[src/rtl/ah_arb_pkg.sv]
// Shared types and default sizing for the weighted round-robin burst scheduler.
package ah_arb_pkg;

   localparam int unsigned DEF_NUM_CLIENTS = 4;
   localparam int unsigned DEF_WEIGHT_W    = 4;

   typedef enum logic {
      ST_IDLE  = 1'b0,
      ST_BURST = 1'b1
   } arb_state_t;

endpackage

[src/rtl/ah_rr_pick.sv]
// Rotating-priority picker: first set bit of elig searching from ptr upward, wrapping.
module ah_rr_pick #(
   parameter int unsigned N     = 4,
   parameter int unsigned IDX_W = $clog2(N)
) (
   input  logic [N-1:0]     elig,
   input  logic [IDX_W-1:0] ptr,
   output logic [N-1:0]     onehot,
   output logic [IDX_W-1:0] idx,
   output logic             any
);

   logic [IDX_W-1:0] cand;

   // N is a power of two, so the index addition wraps naturally.
   always_comb begin
      onehot = '0;
      idx    = '0;
      any    = 1'b0;
      cand   = '0;
      for (int unsigned i = 0; i < N; i++) begin
         cand = ptr + IDX_W'(i);
         if (!any && elig[cand]) begin
            any          = 1'b1;
            idx          = cand;
            onehot[cand] = 1'b1;
         end
      end
   end

endmodule

[src/rtl/ah_wrr_burst_sched.sv]
// Weighted round-robin burst scheduler: credit-limited, non-preemptive bursts
// from NUM_CLIENTS requesters onto one shared beat port.
module ah_wrr_burst_sched
   import ah_arb_pkg::*;
#(
   parameter  int unsigned NUM_CLIENTS = DEF_NUM_CLIENTS,
   parameter  int unsigned WEIGHT_W    = DEF_WEIGHT_W,
   localparam int unsigned IDX_W       = $clog2(NUM_CLIENTS)
) (
   input  logic                            clk,
   input  logic                            rst_n,
   input  logic [NUM_CLIENTS-1:0]          req_valid,
   input  logic [NUM_CLIENTS-1:0]          req_last,
   output logic [NUM_CLIENTS-1:0]          req_ready,
   input  logic [NUM_CLIENTS*WEIGHT_W-1:0] cfg_weight,
   output logic                            out_valid,
   output logic                            out_last,
   input  logic                            out_ready,
   output logic [IDX_W-1:0]                out_src,
   output logic [NUM_CLIENTS-1:0]          gnt,
   output logic                            busy
);

   arb_state_t             state_q, state_d;
   logic [NUM_CLIENTS-1:0] gnt_q;
   logic [IDX_W-1:0]       src_q;
   logic [IDX_W-1:0]       ptr_q;
   logic [WEIGHT_W-1:0]    cnt_q [NUM_CLIENTS];

   logic [NUM_CLIENTS-1:0] elig;
   logic [NUM_CLIENTS-1:0] pick_onehot;
   logic [IDX_W-1:0]       pick_idx;
   logic                   pick_any;
   logic                   grant;
   logic                   refresh;
   logic                   last_beat;

   always_comb begin
      elig = '0;
      for (int unsigned i = 0; i < NUM_CLIENTS; i++) begin
         elig[i] = req_valid[i] && (cnt_q[i] != '0);
      end
   end

   ah_rr_pick #(
      .N     (NUM_CLIENTS),
      .IDX_W (IDX_W)
   ) u_pick (
      .elig   (elig),
      .ptr    (ptr_q),
      .onehot (pick_onehot),
      .idx    (pick_idx),
      .any    (pick_any)
   );

   // Credits are reloaded only when someone is waiting but nobody is eligible.
   assign grant     = (state_q == ST_IDLE) && pick_any;
   assign refresh   = (state_q == ST_IDLE) && !pick_any && (|req_valid);
   assign last_beat = (state_q == ST_BURST) && out_valid && out_last && out_ready;

   always_ff @(posedge clk or negedge rst_n) begin
      if (!rst_n) begin
         state_q <= ST_IDLE;
      end else begin
         state_q <= state_d;
      end
   end

   always_comb begin
      state_d = state_q;
      unique case (state_q)
         ST_IDLE:  if (pick_any)  state_d = ST_BURST;
         ST_BURST: if (last_beat) state_d = ST_IDLE;
         default:                 state_d = ST_IDLE;
      endcase
   end

   always_comb begin
      out_valid = 1'b0;
      out_last  = 1'b0;
      req_ready = '0;
      busy      = (state_q == ST_BURST);
      if (state_q == ST_BURST) begin
         out_valid        = req_valid[src_q];
         out_last         = req_last[src_q];
         req_ready[src_q] = out_ready;
      end
   end

   always_ff @(posedge clk or negedge rst_n) begin
      if (!rst_n) begin
         gnt_q <= '0;
         src_q <= '0;
         ptr_q <= '0;
         for (int unsigned i = 0; i < NUM_CLIENTS; i++) begin
            cnt_q[i] <= '0;
         end
      end else begin
         if (grant) begin
            gnt_q <= pick_onehot;
            src_q <= pick_idx;
         end else if (last_beat) begin
            gnt_q        <= '0;
            ptr_q        <= src_q + IDX_W'(1);
            cnt_q[src_q] <= (cnt_q[src_q] != '0) ? cnt_q[src_q] - WEIGHT_W'(1) : '0;
         end
         if (refresh) begin
            for (int unsigned i = 0; i < NUM_CLIENTS; i++) begin
               cnt_q[i] <= cfg_weight[i*WEIGHT_W +: WEIGHT_W];
            end
         end
      end
   end

   assign gnt     = gnt_q;
   assign out_src = src_q;

endmodule

[config.mk]
export PLATFORM = sky130hd
export DESIGN_NAME = ah_wrr_burst_sched
export DESIGN_NICKNAME = d
export VERILOG_FILES = /design/src/rtl/ah_arb_pkg.sv /design/src/rtl/ah_rr_pick.sv /design/src/rtl/ah_wrr_burst_sched.sv
export SDC_FILE = /design/constraint.sdc
export NUM_CORES = 1
export LEC_CHECK = 0
export CORE_UTILIZATION = 56
export DETAILED_ROUTE_END_ITERATION = 6
export GPL_TIMING_DRIVEN = 0
export PLACE_DENSITY = 0.92
export SETUP_SLACK_MARGIN = 0.5
export SYNTH_ARGS = -nofsm -noshare
export SYNTH_HDL_FRONTEND = slang
export SYNTH_SLANG_ARGS = --single-unit
[constraint.sdc]
create_clock -name clk -period 7.8 [get_ports clk]
set_input_delay 2.34 -clock clk [delete_from_list [all_inputs] [get_ports clk]]
set_output_delay 2.34 -clock clk [all_outputs]
set_load 0.005 [all_outputs]
# Yosys cells after proc, flatten, opt, wreduce, memory -nomap -nowiden
# Index checks and enable logic that the tools add are counted.
# word_totals
register_bits,25
inputBits,27
wordCells,118
output_inout_bits,13
# classes
n_eq_ne,1
n_addsub,5
mux,52
bitwise,7
reduce_logical,33
magnitude_cmp,12
# op_table
op,count
2-to-1 mux 16 bit,3
2-to-1 mux 4 bit,11
nonzero test 4 bit,5
logical AND 1 bit,19
2-to-1 mux 1 bit,19
bitwise mux 16 bit,1
less-than comparator 2 x 3 -> 1 bit (second input constant),5
binary-select mux 1 bit (select 2 bit),6
bitwise OR 4 bit,3
demux 1 bit (select 2 bit),5
>= comparator 2 x 1 -> 1 bit (second input constant),5
binary-select mux 4 bit (select 2 bit),1
demux 4 bit (select 2 bit),1
2-to-1 mux 2 bit,4
adder 2 x 1 -> 2 bit (second input constant),2
adder 2 bit (second input constant),2
bitwise AND 4 bit,1
logical NOT 1 bit,4
AND reduction 2 bit,2
nonzero test 2 bit,2
OR reduction 4 bit,1
subtractor 4 x 1 -> 4 bit (second input constant),1
>= comparator 3 bit (second input constant),1
less-than comparator 3 x 1 -> 1 bit (second input constant),1
4 further kinds,5

# Longest topological paths before layout
# logic_depth
depth_word,19
mapped_depth,9

# Modules after synthesis
# A second synthesis with hierarchy kept.
# hier_totals
hier_cells,199
area_unflattened_um2,1963.1
# modules_own_cells
mod,seq_area_each_um2,cells_per_inst,instances,area_per_inst_um2
ah_wrr_burst_sched,625.6,154,1,1544.0
ah_rr_pick,0.0,45,1,419.2

# Least setup slack after synthesis
# No wires, ideal clock.
# synth_timing
path_kind,input to output
start,in req_valid[3]
end,out out_valid
t_arrival_ps,2957
path_buffers,0
stages,2
setup_slack_ps,2503
t_required_ps,5460
cell_sequence,mux4_2 and2_1
# synth_via
elab_chain_len,3
# synth_lines
item,line,text
"start, declared",ah_wrr_burst_sched.sv:12,"input logic [NUM_CLIENTS-1:0] req_valid,"
binary-select mux 1 bit (select 2 bit),ah_wrr_burst_sched.sv:84,out_valid = req_valid[src_q];
2-to-1 mux 1 bit (not written as such),ah_wrr_burst_sched.sv:84,
2-to-1 mux 1 bit,ah_wrr_burst_sched.sv:83,if (state_q == ST_BURST) begin
"end, declared",ah_wrr_burst_sched.sv:16,"output logic out_valid,"
# Every way passes these cells. The select of a mux whose other input is x is not followed.

# Final worst setup path
# layout_timing
start,in req_valid[2]
end,out out_valid
# Same word-level chain as after synthesis.

==> results by stage <==
Detailed routing:
- In the final routed layout, each cell accounts on average for 17.9 um.
- Once detail routing completed, the nets flagged for antenna violations numbered 0.
- The number of iterations in the first detailed-routing pass is 5.
- The via count of the routed design is 2111.
- The final layout contains routed wiring with a total length of 5620 um.
- The count of unresolved DRC violations after routing is 0.
- In this run, the number of DRC markers left after iteration 0 of detailed routing was 162.
- In the routed layout, each cell is associated on average with a via count of 6.72.

Global route:
- The largest net degree at the start of global routing is 26.
- In the global route stage, overall resource usage came out at 30.9%.
- The first global-routing pass estimated 9570 um of wire.
- The aggregate global routing overflow is 0.
- The via count of the first global-routing pass is 2003.
- The initial antenna violation count is 0.

STA:
- The number of failing hold endpoints at the final stage is 0.
- The final-layout setup total negative slack is 0 ns.
- Final hold analysis gives a worst-case slack of 0.514 ns.
- Setup repair after global routing left no endpoint under its margin.
- In the post-route analysis, the smallest setup slack over all paths is between 1 and 1.5 ns.
- The max-slew violation count is 0.
- The final clock skew is 0.0150 ns.
- The worst-case headroom to the max-slew limit is 26.2%.
- The final clock period utilization by the worst path is 81.4%.
- The actual transition at the worst max-transition pin is 1.10 ns.
- The top achievable clock speed is 0.158 GHz.
- The total setup violations reported at the end of the flow is 0.
- Subtracting the final worst setup slack from the clock period gives 6.35 ns.

Clocking:
- TritonCTS built the clock tree.
- The deepest level of the CTS H-tree is 1.
- In this run, post-CTS hold repair placed 0 buffers.
- Clock tree synthesis inserted a total of 3 buffers.
- The maximum clock path buffer count is 2.
- The master cell of the clock root buffer is sky130_fd_sc_hd__clkbuf_8.
- The post-cts gate resize count is 0.
- Once the clock tree was built, the setup fixing pass inserted 0 buffers.
- Clock-pin slew was measured on the worst setup and hold paths at 0.08 ns.
- Counting every sink on the clock net gives 25.
- At the later pin of the worst-skew pair, clock insertion delay measures about 0.28 ns.

Power and ir drop:
- Summed over all cells, the static leakage comes to 0.976 nW.
- The highest ir drop seen on vdd is 0.000178 V.
- The power density relative to cell area is 382 nW/um^2.

Die:
- The overall die height is approximately 63 um.
- The row count is 21.
- The die is 63.0 um wide.
- 40 I/O pins were placed.
- The region available for standard cell placement spans 3440 um^2.
- The effective utilization at floorplan is 60.6%.
- The overall die area is between 3000 and 4000 um^2.

Worst setup path:
- For the worst setup path, the data required time is 5.46 ns.
- The critical path arrival is 4.01 ns.
- The minimum setup slack among reg-to-reg paths is 4.70 ns.
- The critical path class is in2out.
- The beginning of the worst register-to-register path is ptr_q[1].
- The most critical setup path has its endpoint at out_valid.
- STA classifies the critical path endpoint as a primary output.
- Tracing the worst setup path back leads to its startpoint at req_valid[2].
- Measured in cells, the most critical reg-to-reg path has a length of 9.
- The endpoint identified for the worst register-to-register timing path is gnt[0].
- The largest fanout on the critical path is 4.
- The worst setup path is launched from an input pin.

Place:
- The post-place setup slack is 1.47 ns.
- The number of buffer cells added on primary ports is 39.
- The count of placed standard cells including taps is 310.
- Detailed placement ended at an HPWL of 4180 um.
- At the end of routability-driven placement, the weighted congestion stood at slightly above 0.9.

Worst hold path:
- The startpoint identified for the worst hold timing path is gnt[3].
- The class of the most critical hold timing path is reg2reg.

Cells and area:
- The growth of design area from synthesis to finish is 23.8%.
- The net count of the finished layout is about 300.
- Leaving out fill and tap cells, the most frequent cell in the layout is sky130_fd_sc_hd__clkdlybuf4s50_1.
- In the layout the commonest cells are sky130_fd_sc_hd__clkdlybuf4s50_1, sky130_fd_sc_hd__a21oi_1, sky130_fd_sc_hd__dfrtp_1.
- The antenna diode count is 0.
- In the final layout, the share of cells above drive strength 1 is 12.7%.
- Measured on the finished design, the core utilization comes to 75.0%.
- The post-layout instance count excluding filler cells is between 300 and 400.
- The filler cell count in the final layout is 277.

Synthesis:
- During synthesis, Yosys emitted a total of 0 warnings.
- The combined area of all synthesized cells is 2090 um^2.
- The average footprint of a synthesized cell is 9.27 um^2.
- In this run, synthesis inferred 0 flip-flops with an integrated enable.
- For this run, asynchronously set or reset flops after synthesis account for 100%.
- The most used flip-flop cell after synthesis is sky130_fd_sc_hd__dfrtp_1.
- The number of nets in the synthesized netlist is 264.
- For this run, the register share of the synthesized area comes to approximately 30%.
- The post-synthesis sequential element count is 25.
- The post-synthesis cell type count is 42.
- The gate count of the mapped netlist is 225.

Run:
- The max-cap check violation count is 0.

Run status:
- The flow ran to the end, and the final reports show no timing, DRC or antenna violations.
[cells by family (layout without fill, tap and decap cells)]
kind of cell               Yosys count  after routing  share of synthesized area (%)
DFF                                 25             25                           30.0
muxes                               13             13                           12.8
and+or+nand+nor                     77             77                           18.7
buffers and inverters               17             60                           4.08
AOI/OAI and AO/OA                   81             81                           27.2
adders and majority gates           12             12                           7.20
[worst min path at each step]
stage	end	slack (ns)	cells past startpoint
3_3_place_gp	gnt[2]	0.50	1
4_1_cts	gnt[3]	0.52	1
2_1_floorplan	gnt[0]	0.50	1
5_1_grt	gnt[3]	0.54	1
6_report	gnt[3]	0.51	1
3_5_place_dp	gnt[3]	0.50	1
[synthesized netlist by cell type (all sizes together) (4+ instances only)]
master / count / area share, %
ha: 12 / 7.2
dfrtp: 25 / 30
a21oi: 37 / 8.9
and3: 5 / 1.5
o21ai: 11 / 2.6
o31ai: 9 / 3.2
nand3: 14 / 3.4
nand2: 20 / 3.6
a221o: 4 / 1.9
mux4: 11 / 12
buf: 5 / 1.9
nor3: 4 / 1.5
clkbuf: 7 / 1.3
o41a: 4 / 2.2
nor2: 25 / 5.5
o41ai: 4 / 3.7
[per-layer routing]
metal	part of all wire [%]	track usage [%]
met1	40	41.1
met2	48	50.0
met3	11	5.84
met5	0	0
met4	1.8	10.5
[state kept, by name, indices dropped and copies added, names as in the netlist]
signal / flops
out_src: 2
cnt_q: 16
ptr_q: 2
gnt: 4
busy: 1
[area by class of cell]
type                            instances  area [um^2]  area share (%)
Multi-Input combinational cell        183         1380            53.2
Sequential cell                        25          626            24.2
Timing Repair Buffer                   39          390            15.1
Buffer                                 12         66.3            2.57
Tap cell                               46         57.6            2.23
Clock buffer                            3         41.3            1.60
Inverter                                5         18.8           0.727
Clock inverter                          1         7.51           0.291
[where the power goes]
group	leakage, nW	switching [mW]	internal [mW]	total [mW]
clock network	0.0217	0.0443	0.0363	0.0806
logic	0.657	0.342	0.280	0.622
registers	0.297	0.0927	0.192	0.284
[worst max-delay path, stage by stage]
cell	delay, ns
sky130_fd_sc_hd__clkdlybuf4s50_1	0.52
sky130_fd_sc_hd__mux4_2	0.52
sky130_fd_sc_hd__and2_1	0.17
sky130_fd_sc_hd__clkdlybuf4s50_1	0.45
[per-stage QoR]
step | power (mW) | area [um^2]
final | 0.987 | 2580
after global routing | 1.07 | 2580
after CTS | 0.974 | 2580
after detailed placement | 0.890 | 2530
after global placement | 0.875 | 2530
after floorplan | 0.696 | 2090
Note: power is estimated with default switching activity, not from simulation.
